<file path="src/rtl/debug_monitor.sv">
// ============================================================================
// Module      : debug_monitor
// Description : Bring-up test monitor: pass/fail verdict, console FIFO,
//               cycle watchdog and done flags. Optional DEBUG_MONITOR_FINISH_EN
//               prints console bytes and ends the simulation on DONE.
// Revision    : 1.0 - initial release
// ============================================================================
`default_nettype none

module debug_monitor #(
  parameter int          ADDR_W       = 2,
  parameter int          FIFO_DEPTH   = 8,
  parameter int          CNT_W        = 32,
  parameter logic [31:0] PASS_VALUE   = 32'h1,
  parameter logic [31:0] TIMEOUT_CODE = 32'hDEAD0001
) (
  input  logic              clk_i,
  input  logic              reset_i,
  input  logic              csb_i,
  input  logic [ADDR_W-1:0] addr_i,
  input  logic [31:0]       data_i,
  input  logic              data_wen_i,
  output logic [31:0]       data_o,
  output logic              char_valid_o,
  output logic [7:0]        char_o,
  input  logic              char_ready_i,
  output logic              done_o,
  output logic              pass_o,
  output logic [31:0]       code_o
);

  localparam int c_PTR_W  = $clog2(FIFO_DEPTH);
  localparam int c_FCNT_W = c_PTR_W + 1;

  typedef enum logic [1:0] {
    ST_RUN   = 2'd0,
    ST_DRAIN = 2'd1,
    ST_DONE  = 2'd2
  } state_t;

  state_t              r_state;
  state_t              w_state_nxt;
  logic [CNT_W-1:0]    r_cnt;
  logic [CNT_W-1:0]    r_limit;
  logic                r_pass;
  logic [31:0]         r_code;
  logic                r_timeout;
  logic                r_ovf;
  logic [7:0]          r_mem [FIFO_DEPTH];
  logic [c_PTR_W-1:0]  r_wr_ptr;
  logic [c_PTR_W-1:0]  r_rd_ptr;
  logic [c_FCNT_W-1:0] r_fifo_cnt;

  logic w_wr, w_rd, w_in_run;
  logic w_wr_result, w_wr_console, w_wr_timeout;
  logic w_expire, w_full, w_empty, w_pop, w_push;
  logic [31:0] w_status;

  assign w_wr     = !csb_i && !data_wen_i;
  assign w_rd     = !csb_i &&  data_wen_i;
  assign w_in_run = (r_state == ST_RUN);

  assign w_wr_result  = w_wr && w_in_run && (addr_i == ADDR_W'(0));
  assign w_wr_console = w_wr && w_in_run && (addr_i == ADDR_W'(1));
  assign w_wr_timeout = w_wr && w_in_run && (addr_i == ADDR_W'(2));

  // A TIMEOUT write reloads the watchdog, so it masks expiry in that cycle
  assign w_expire = w_in_run && !w_wr_timeout && (r_limit != '0) &&
                    (r_cnt == r_limit - CNT_W'(1));

  assign w_empty = (r_fifo_cnt == '0);
  assign w_full  = (r_fifo_cnt == c_FCNT_W'(FIFO_DEPTH));
  assign w_pop   = !w_empty && char_ready_i;
  assign w_push  = w_wr_console && (!w_full || w_pop);

  assign w_status = {27'b0, r_ovf, r_timeout, r_state, r_pass};

  always_comb begin
    w_state_nxt = r_state;
    case (r_state)
      ST_RUN:   if (w_wr_result || w_expire) w_state_nxt = ST_DRAIN;
      ST_DRAIN: if (w_empty) w_state_nxt = ST_DONE;
      ST_DONE:  w_state_nxt = ST_DONE;
      default:  w_state_nxt = ST_RUN;
    endcase
  end

  always_ff @(posedge clk_i or negedge reset_i) begin
    if (!reset_i) begin
      r_state <= ST_RUN;
    end else begin
      r_state <= w_state_nxt;
    end
  end

  // Verdict: a RESULT write takes priority over a simultaneous expiry
  always_ff @(posedge clk_i or negedge reset_i) begin
    if (!reset_i) begin
      r_pass    <= 1'b0;
      r_code    <= 32'h0;
      r_timeout <= 1'b0;
    end else if (w_wr_result) begin
      r_pass <= (data_i == PASS_VALUE);
      r_code <= data_i;
    end else if (w_expire) begin
      r_timeout <= 1'b1;
      r_pass    <= 1'b0;
      r_code    <= TIMEOUT_CODE;
    end
  end

  always_ff @(posedge clk_i or negedge reset_i) begin
    if (!reset_i) begin
      r_cnt   <= '0;
      r_limit <= '0;
    end else if (w_wr_timeout) begin
      r_limit <= CNT_W'(data_i);
      r_cnt   <= '0;
    end else if (w_in_run && (r_cnt != '1)) begin
      r_cnt <= r_cnt + CNT_W'(1);
    end
  end

  always_ff @(posedge clk_i) begin
    if (w_push) begin
      r_mem[r_wr_ptr] <= data_i[7:0];
    end
  end

  always_ff @(posedge clk_i or negedge reset_i) begin
    if (!reset_i) begin
      r_wr_ptr   <= '0;
      r_rd_ptr   <= '0;
      r_fifo_cnt <= '0;
      r_ovf      <= 1'b0;
    end else begin
      if (w_push) r_wr_ptr <= r_wr_ptr + c_PTR_W'(1);
      if (w_pop)  r_rd_ptr <= r_rd_ptr + c_PTR_W'(1);
      case ({w_push, w_pop})
        2'b10:   r_fifo_cnt <= r_fifo_cnt + c_FCNT_W'(1);
        2'b01:   r_fifo_cnt <= r_fifo_cnt - c_FCNT_W'(1);
        default: r_fifo_cnt <= r_fifo_cnt;
      endcase
      if (w_wr_console && w_full && !w_pop) r_ovf <= 1'b1;
    end
  end

  always_ff @(posedge clk_i or negedge reset_i) begin
    if (!reset_i) begin
      data_o <= 32'h0;
    end else if (w_rd) begin
      case (addr_i)
        ADDR_W'(0): data_o <= w_status;
        ADDR_W'(1): data_o <= 32'(r_fifo_cnt);
        ADDR_W'(2): data_o <= 32'(r_cnt);
        default:    data_o <= 32'h0;
      endcase
    end
  end

  // Head byte is masked while empty so the stream reads 0 out of reset
  assign char_valid_o = !w_empty;
  assign char_o       = w_empty ? 8'h00 : r_mem[r_rd_ptr];
  assign done_o       = (r_state == ST_DONE);
  assign pass_o       = r_pass;
  assign code_o       = r_code;

`ifdef DEBUG_MONITOR_FINISH_EN
  always_ff @(posedge clk_i) begin
    if (reset_i) begin
      if (w_pop) $write("%c", char_o);
      if ((r_state == ST_DRAIN) && (w_state_nxt == ST_DONE)) begin
        if (r_pass) $display("Success!");
        else        $display("Failure! code=%h", r_code);
        $finish;
      end
    end
  end
`else
  // Run outcome is reported only through done_o, pass_o and code_o
`endif

endmodule

`default_nettype wire

</file>
<file path="config.mk">
export PLATFORM = sky130hd
export DESIGN_NAME = debug_monitor
export DESIGN_NICKNAME = d
export VERILOG_FILES = /design/src/rtl/debug_monitor.sv
export SDC_FILE = /design/constraint.sdc
export NUM_CORES = 1
export LEC_CHECK = 0
export ABC_AREA = 1
export CAP_MARGIN = 20
export CORE_AREA = 2 2 161 116
export DETAILED_ROUTE_END_ITERATION = 8
export DIE_AREA = 0 0 163 118
export HOLD_SLACK_MARGIN = 0.05
export PLACE_DENSITY = 0.82
export SLEW_MARGIN = 10
export SYNTH_ARGS = -nofsm -noshare
export SYNTH_HDL_FRONTEND = slang
export SYNTH_SLANG_ARGS = --single-unit
</file>
<file path="constraint.sdc">
create_clock -name clk_i -period 4.83 [get_ports clk_i]
set_clock_uncertainty 0.15 [all_clocks]
set_input_delay 0.966 -clock clk_i [delete_from_list [all_inputs] [get_ports clk_i]]
set_output_delay 0.966 -clock clk_i [all_outputs]
set_load 0.02 [all_outputs]
</file>
* Yosys cells after proc, flatten, opt, wreduce, memory -nomap -nowiden
Memory sizes are Yosys's and may differ from the RTL's.
Cells that the tools add are included.
** Cells by class
- Add/subtract/negate cells :: 6
- Equal/unequal tests :: 12
- Muxes and demuxes :: 14
- Bitwise logic cells :: 1
- Reduce and logical (&&, ||, !) cells :: 31
** Operators by type and width (count)
- $mux 32 :: 4
- $pmux 32 s3 :: 1
- $add 32x1->32 const B :: 1
- $eq 32x1->1 const B :: 1
- $eq 32x32->1 :: 1
- $ne 32x32->1 const B :: 1
- $reduce_bool 32->1 :: 1
- $sub 32x1->32 const B :: 1
- $logic_and 1x1->1 :: 14
- $mux 8 :: 1
- $pmux 4 s2 :: 1
- $add 3x1->3 const B :: 2
- $eq 2x1->1 const B :: 3
- $eq 2x2->1 const B :: 3
- $logic_not 1->1 :: 6
- $pmux 2 s3 :: 1
- $reduce_bool 2->1 :: 3
- $add 4x1->4 const B :: 1
- $eq 4x4->1 const B :: 1
- $logic_not 2->1 :: 2
- $logic_not 4->1 :: 1
- $mux 1 :: 4
- $mux 2 :: 2
- $reduce_and 2->1 :: 2
- 5 further kinds :: 6
** Storage, ports and cells
- Flip-flop bits (word level) :: 143
- Memory bits (writable) :: 64
- Input port bits :: 39
- Output and inout port bits :: 75
- Memories kept :: 1
** Memory list
- r_mem :: words 8, width 8, rd ports 1, clocked after Yosys merged registers in 0, wr ports 1, RTL line 49 : logic [7:0] r_mem [FIFO_DEPTH];

* Longest topological paths before layout
- Depth in word-level cells :: 11
- Mapped depth :: 19
- Depth with buffers taken out :: 18

* Worst setup path before layout
Ideal clock, no wire load.
- Path kind :: input-to-reg
- Start point :: in addr_i[0]
- End point :: mem r_mem[0][0], enable pin
- Library setup time :: 383 ps
- Arrival :: 2365 ps
- Data required time :: 4297 ps
- Setup slack :: 1932 ps
- Stages on the path :: 7
- Path buffers :: 0
- Path through :: inv_1 > nor2_1 > inv_1 > nor2_1 > nand2_1 > or2_2 > nor3_1
** Between the ends
- Longest elaborated chain between the ends :: 5
** RTL lines
- start: declaration :: RTL line 20 : input logic [ADDR_W-1:0] addr_i,
- $eq 2x1->1 :: RTL line 64 : assign w_wr_console = w_wr && w_in_run && (addr_i == ADDR_W'(1));
- $logic_and 1x1->1 :: RTL line 64
- $logic_and 1x1->1 :: RTL line 74 : assign w_push = w_wr_console && (!w_full || w_pop);
- $mux 1 :: RTL line 125 : if (w_push) begin
- $mux 1 (not written as such) :: RTL line 126 : r_mem[r_wr_ptr] <= data_i[7:0];
- end: declaration :: RTL line 49
No other way between the ends.

* Final worst setup path
- Start point :: reg r_rd_ptr[1]
- End point :: out char_o[3]
** Between the ends
- Longest elaborated chain between the ends :: 2
** RTL lines
- start: declaration :: RTL line 51 : logic [c_PTR_W-1:0] r_rd_ptr;
- start signal: assignment :: RTL line 138 : if (w_pop) r_rd_ptr <= r_rd_ptr + c_PTR_W'(1);
- $mem_v2 8x8
- $mux 8 :: RTL line 163 : assign char_o = w_empty ? 8'h00 : r_mem[r_rd_ptr];
- end: declaration :: RTL line 25 : output logic [7:0] char_o,
No other way between the ends.

==> reports/qor.csv <==
stage,metric,value,unit
synthesis,adder-cell area share of the yosys netlist,0.0142,
final_layout,layout cell share with drive strength beyond 1,0.0444,
synthesis,fraction of registers with async set/reset,0.691,
synthesis,distinct cell type count after synthesis,40,
die,core footprint,17700,um^2
synthesis,synthesized net count,1300,
clock_network,number of gates resized after CTS,0,
synthesis,combinational family with the most area after synthesis,simple AND/OR/NAND/NOR gates,
grt,met1 usage in global routing,0.476,
die,initial cell density of the core,0.579,
worst_hold_path,worst min path class,flip-flop to flip-flop,
die,die height,118,um
power_and_ir_drop,internal power,4.16,mW
synthesis,prevailing post-synth register cell,dfrtp_1,
outcome,outcome,"complete, no violations",
clock_network,source-to-sink clock delay at the later pin of the worst-skew pair,0.50,ns
clock_network,number of sinks driven by the clock tree,207,
placed_design,RePlAce Congestion,0.948,
synthesis,fraction of synthesized area in multiplexers,0,
worst_setup_path,CP Max Fanout,18,
grt,maximum number of pins on one net before global-route repair,86,
power_and_ir_drop,power density relative to cell area,572,nW/um^2
power_and_ir_drop,largest vdd supply drop,361,uV
timing,worst slew margin relative to its limit,0.253,
die,number of cell rows,41,
synthesis,Mapped Area,10300,um^2
synthesis,top post-synthesis cells by area,"dfrtp_1 35%, edfxtp_1 19%, nand2_1 13%",
clock_network,clock root buffer,clkbuf_16,
timing,Final min period,4.04,ns
routing,total wire length after detailed routing,27500,um
grt,GR Util All Layers,0.292,
timing,number of endpoints with negative hold slack in the final report,0,
worst_setup_path,category of the most critical setup path,flip-flop to primary output,
synthesis,Yosys warning total,0,
synthesis,number of enable-type register cells in the synthesized netlist,64,
synthesis,simple-gate share of the synthesized area,0.267,
routing,number of iterations in the first detailed-routing pass,6,
routing,number of antenna-violating nets in the routed design,0,
timing,number of endpoints failing setup at the final stage,0,
clock_network,clock slew at reported path FFs,0.07,ns
grt,number of antenna violations at the first check in global routing,2,
placed_design,total half-perimeter wirelength after legalization and detailed placement,19900,um
placed_design,IO buf count,113,
routing,DRC violations left,0,
synthesis,average instance area after synthesis,8.20,um^2
die,total I/O pin count,114,
final_layout,"leading cell types in the layout, fill and taps excluded","354 x nand2_1, 195 x nor2_1, 143 x dfrtp_1",
synthesis,sequential cell area fraction in the yosys report,0.536,
synthesis,portion of synthesized cell area occupied by the leading cell type,0.349,
synthesis,largest area contributor in the synthesized netlist,dfrtp_1,
routing,Routed wire per std cell,17.1,um
timing,setup repair after global routing missed its margin,false,
grt,fraction of met2 tracks used by global routing,0.397,
routing,DR vias,9039,
clock_network,postcts setup bufs,0,
worst_setup_path,category of the worst setup path launch point,flip-flop,
routing,via density per instance,5.61,
final_layout,Layout Nets,1410,
timing,pin slew with the least headroom to its limit,1.11,ns
final_layout,Antenna Diode Count,0,
power_and_ir_drop,switching share of power,0.406,
worst_setup_path,CP Capture Type,primary output,
die,Die Footprint,19200,um^2
grt,remaining global-route overflow,0,
grt,vias in the first global route,8442,
power_and_ir_drop,Comb pwr share,0.403,
job,max-cap viol count,0,
power_and_ir_drop,Flop pwr share,0.375,
grt,global-route wire length before repair,44400,um
final_layout,area growth from synthesis to final layout,19.4,%
die,Die W,163,um
synthesis,cells after synthesis,1250,
timing,top achievable clock speed,0.248,GHz
worst_setup_path,arrival time of data at the critical path endpoint,2.92,ns
clock_network,number of buffers inserted during clock tree synthesis,20,
timing,count of pins over their slew limit,0,
power_and_ir_drop,overall power,7.00,mW
synthesis,Synth Area in Compound Gates,0.0997,
power_and_ir_drop,Pleak,5.33,nW
worst_setup_path,Worst Path Required,3.71,ns
power_and_ir_drop,net switching component of the power,2.84,mW
grt,GRT busiest layer,met1,
timing,final clock period utilization by the worst path,0.836,
final_layout,most common library cell in the layout ignoring fill and taps,nand2_1,
synthesis,xor/xnor cell area share of the yosys netlist,0.0244,
routing,number of DRC violations after detailed-routing iteration 0,1034,
clock_network,hold bufs inserted after CTS,0,
timing,Setup Total Neg Slack,0,ns
clock_network,CTS tree,built,
power_and_ir_drop,clock network fraction of total power,0.222,
clock_network,Max Buffers Root-to-Sink,3,
clock_network,H-tree levels,1,
synthesis,synthesis-stage register bit count,207,
grt,met3 GRT Util,0.0715,
==> cell families (layout without fill, tap and decap cells) <==
group                      Yosys count  in the layout
AOI/OAI and AO/OA                  188            188
xor gates and xnor gates            27             27
adders and majority gates           11             11
buffers and inverters              151            275
DFF                                207            207
and+or+nand+nor                    666            666
==> Yosys cell counts, types with 2 or more instances <==
| cell | n |
|---|---|
| clkbuf_1 | 22 |
| buf_6 | 4 |
| nand3b_1 | 6 |
| edfxtp_1 | 64 |
| nand3_1 | 44 |
| a31oi_1 | 9 |
| nand2_1 | 354 |
| a21oi_1 | 32 |
| dfrtp_1 | 143 |
| nor4_1 | 10 |
| o22ai_1 | 10 |
| nor2_1 | 196 |
| xor2_1 | 16 |
| ha_1 | 10 |
| nor2_2 | 6 |
| nand4_1 | 14 |
| nand2_2 | 3 |
| clkinv_1 | 4 |
| a221oi_1 | 2 |
| inv_1 | 112 |
| nor3_1 | 27 |
| nor2_4 | 4 |
| o21ai_0 | 115 |
| o21ai_1 | 2 |
| a211oi_1 | 3 |
| buf_1 | 6 |
| o21a_1 | 7 |
| xnor2_1 | 10 |
| o21bai_1 | 4 |
==> stage by stage <==
stage / hold slack, ns / cell area, um^2 / std cells / worst slack [ns] / utilization
final: 0.331 / 12200 / 1610 / 0.790 / 0.692
after global routing: 0.346 / 12200 / 1610 / 0.610 / 0.692
after CTS: 0.331 / 12200 / 1610 / 0.825 / 0.692
after detailed placement: 0.307 / 11600 / 1574 / 1.02 / 0.655
after global placement: 0.308 / 11600 / 1574 / 1.13 / 0.655
after floorplan: 0.294 / 10300 / 1250 / 1.93 / -
==> routing by layer <==
metal  vias to the layer above  share of wire
li1                       4287              -
met1                      4224           0.47
met2                       475           0.39
met3                        51           0.12
met4                         2          0.017
met5                         -        0.00047
==> worst max-delay path: stages, from the launching register on <==
cell             delay, ns
dfrtp_1               0.58
inv_1                 0.51
o21ai_0               0.25
o22ai_1               0.17
o21ai_0               0.10
a31oi_1               0.18
clkdlybuf4s50_1       0.63
==> power by group through the flow <==
| stage | combinational (mW) | sequential, mW | clock [mW] |
|---|---|---|---|
| 6_report | 2.82 | 2.63 | 1.55 |
| 5_1_grt | 3.12 | 2.67 | 1.64 |
| 4_1_cts | 2.79 | 2.61 | 1.56 |
| 3_5_place_dp | 2.76 | 2.62 | 0 |
| 3_3_place_gp | 2.69 | 2.62 | 0 |
| 2_1_floorplan | 1.64 | 2.70 | 0 |
==> final timing paths <==
kind / startpoint / to / slack, ns / cells past startpoint
worst min register to register: data_o[27] / data_o[27] / 0.33 / 2
min in group asynchronous: reset_i / r_fifo_cnt[1] / 0.36 / 1
worst max-delay path: r_rd_ptr[1] / char_o[3] / 0.79 / 6
worst max register to register: r_limit[0] / code_o[29] / 1.45 / 15
max in group asynchronous: reset_i / r_limit[24] / 3.21 / 2
worst min-delay path: data_o[27] / data_o[27] / 0.33 / 2
==> sequential cells by signal, summed over array words and instances, names as in the netlist <==
name        count
r_mem          64
data_o         32
code_o         32
pass_o          1
r_fifo_cnt      4
r_wr_ptr        3
r_state         2
r_limit        32
r_rd_ptr        3
r_timeout       1
r_ovf           1
r_cnt          32
==> cell type report <==
cell class / count / area (um^2)
Tap cell: 236 / 295
Sequential cell: 207 / 5500
Multi-Input combinational cell: 892 / 4160
Timing Repair Buffer: 122 / 1200
Inverter: 117 / 439
Fill cell: 1416 / 5450
Clock inverter: 9 / 75.1
Clock buffer: 27 / 578
Power figures use the tool's default switching activity.
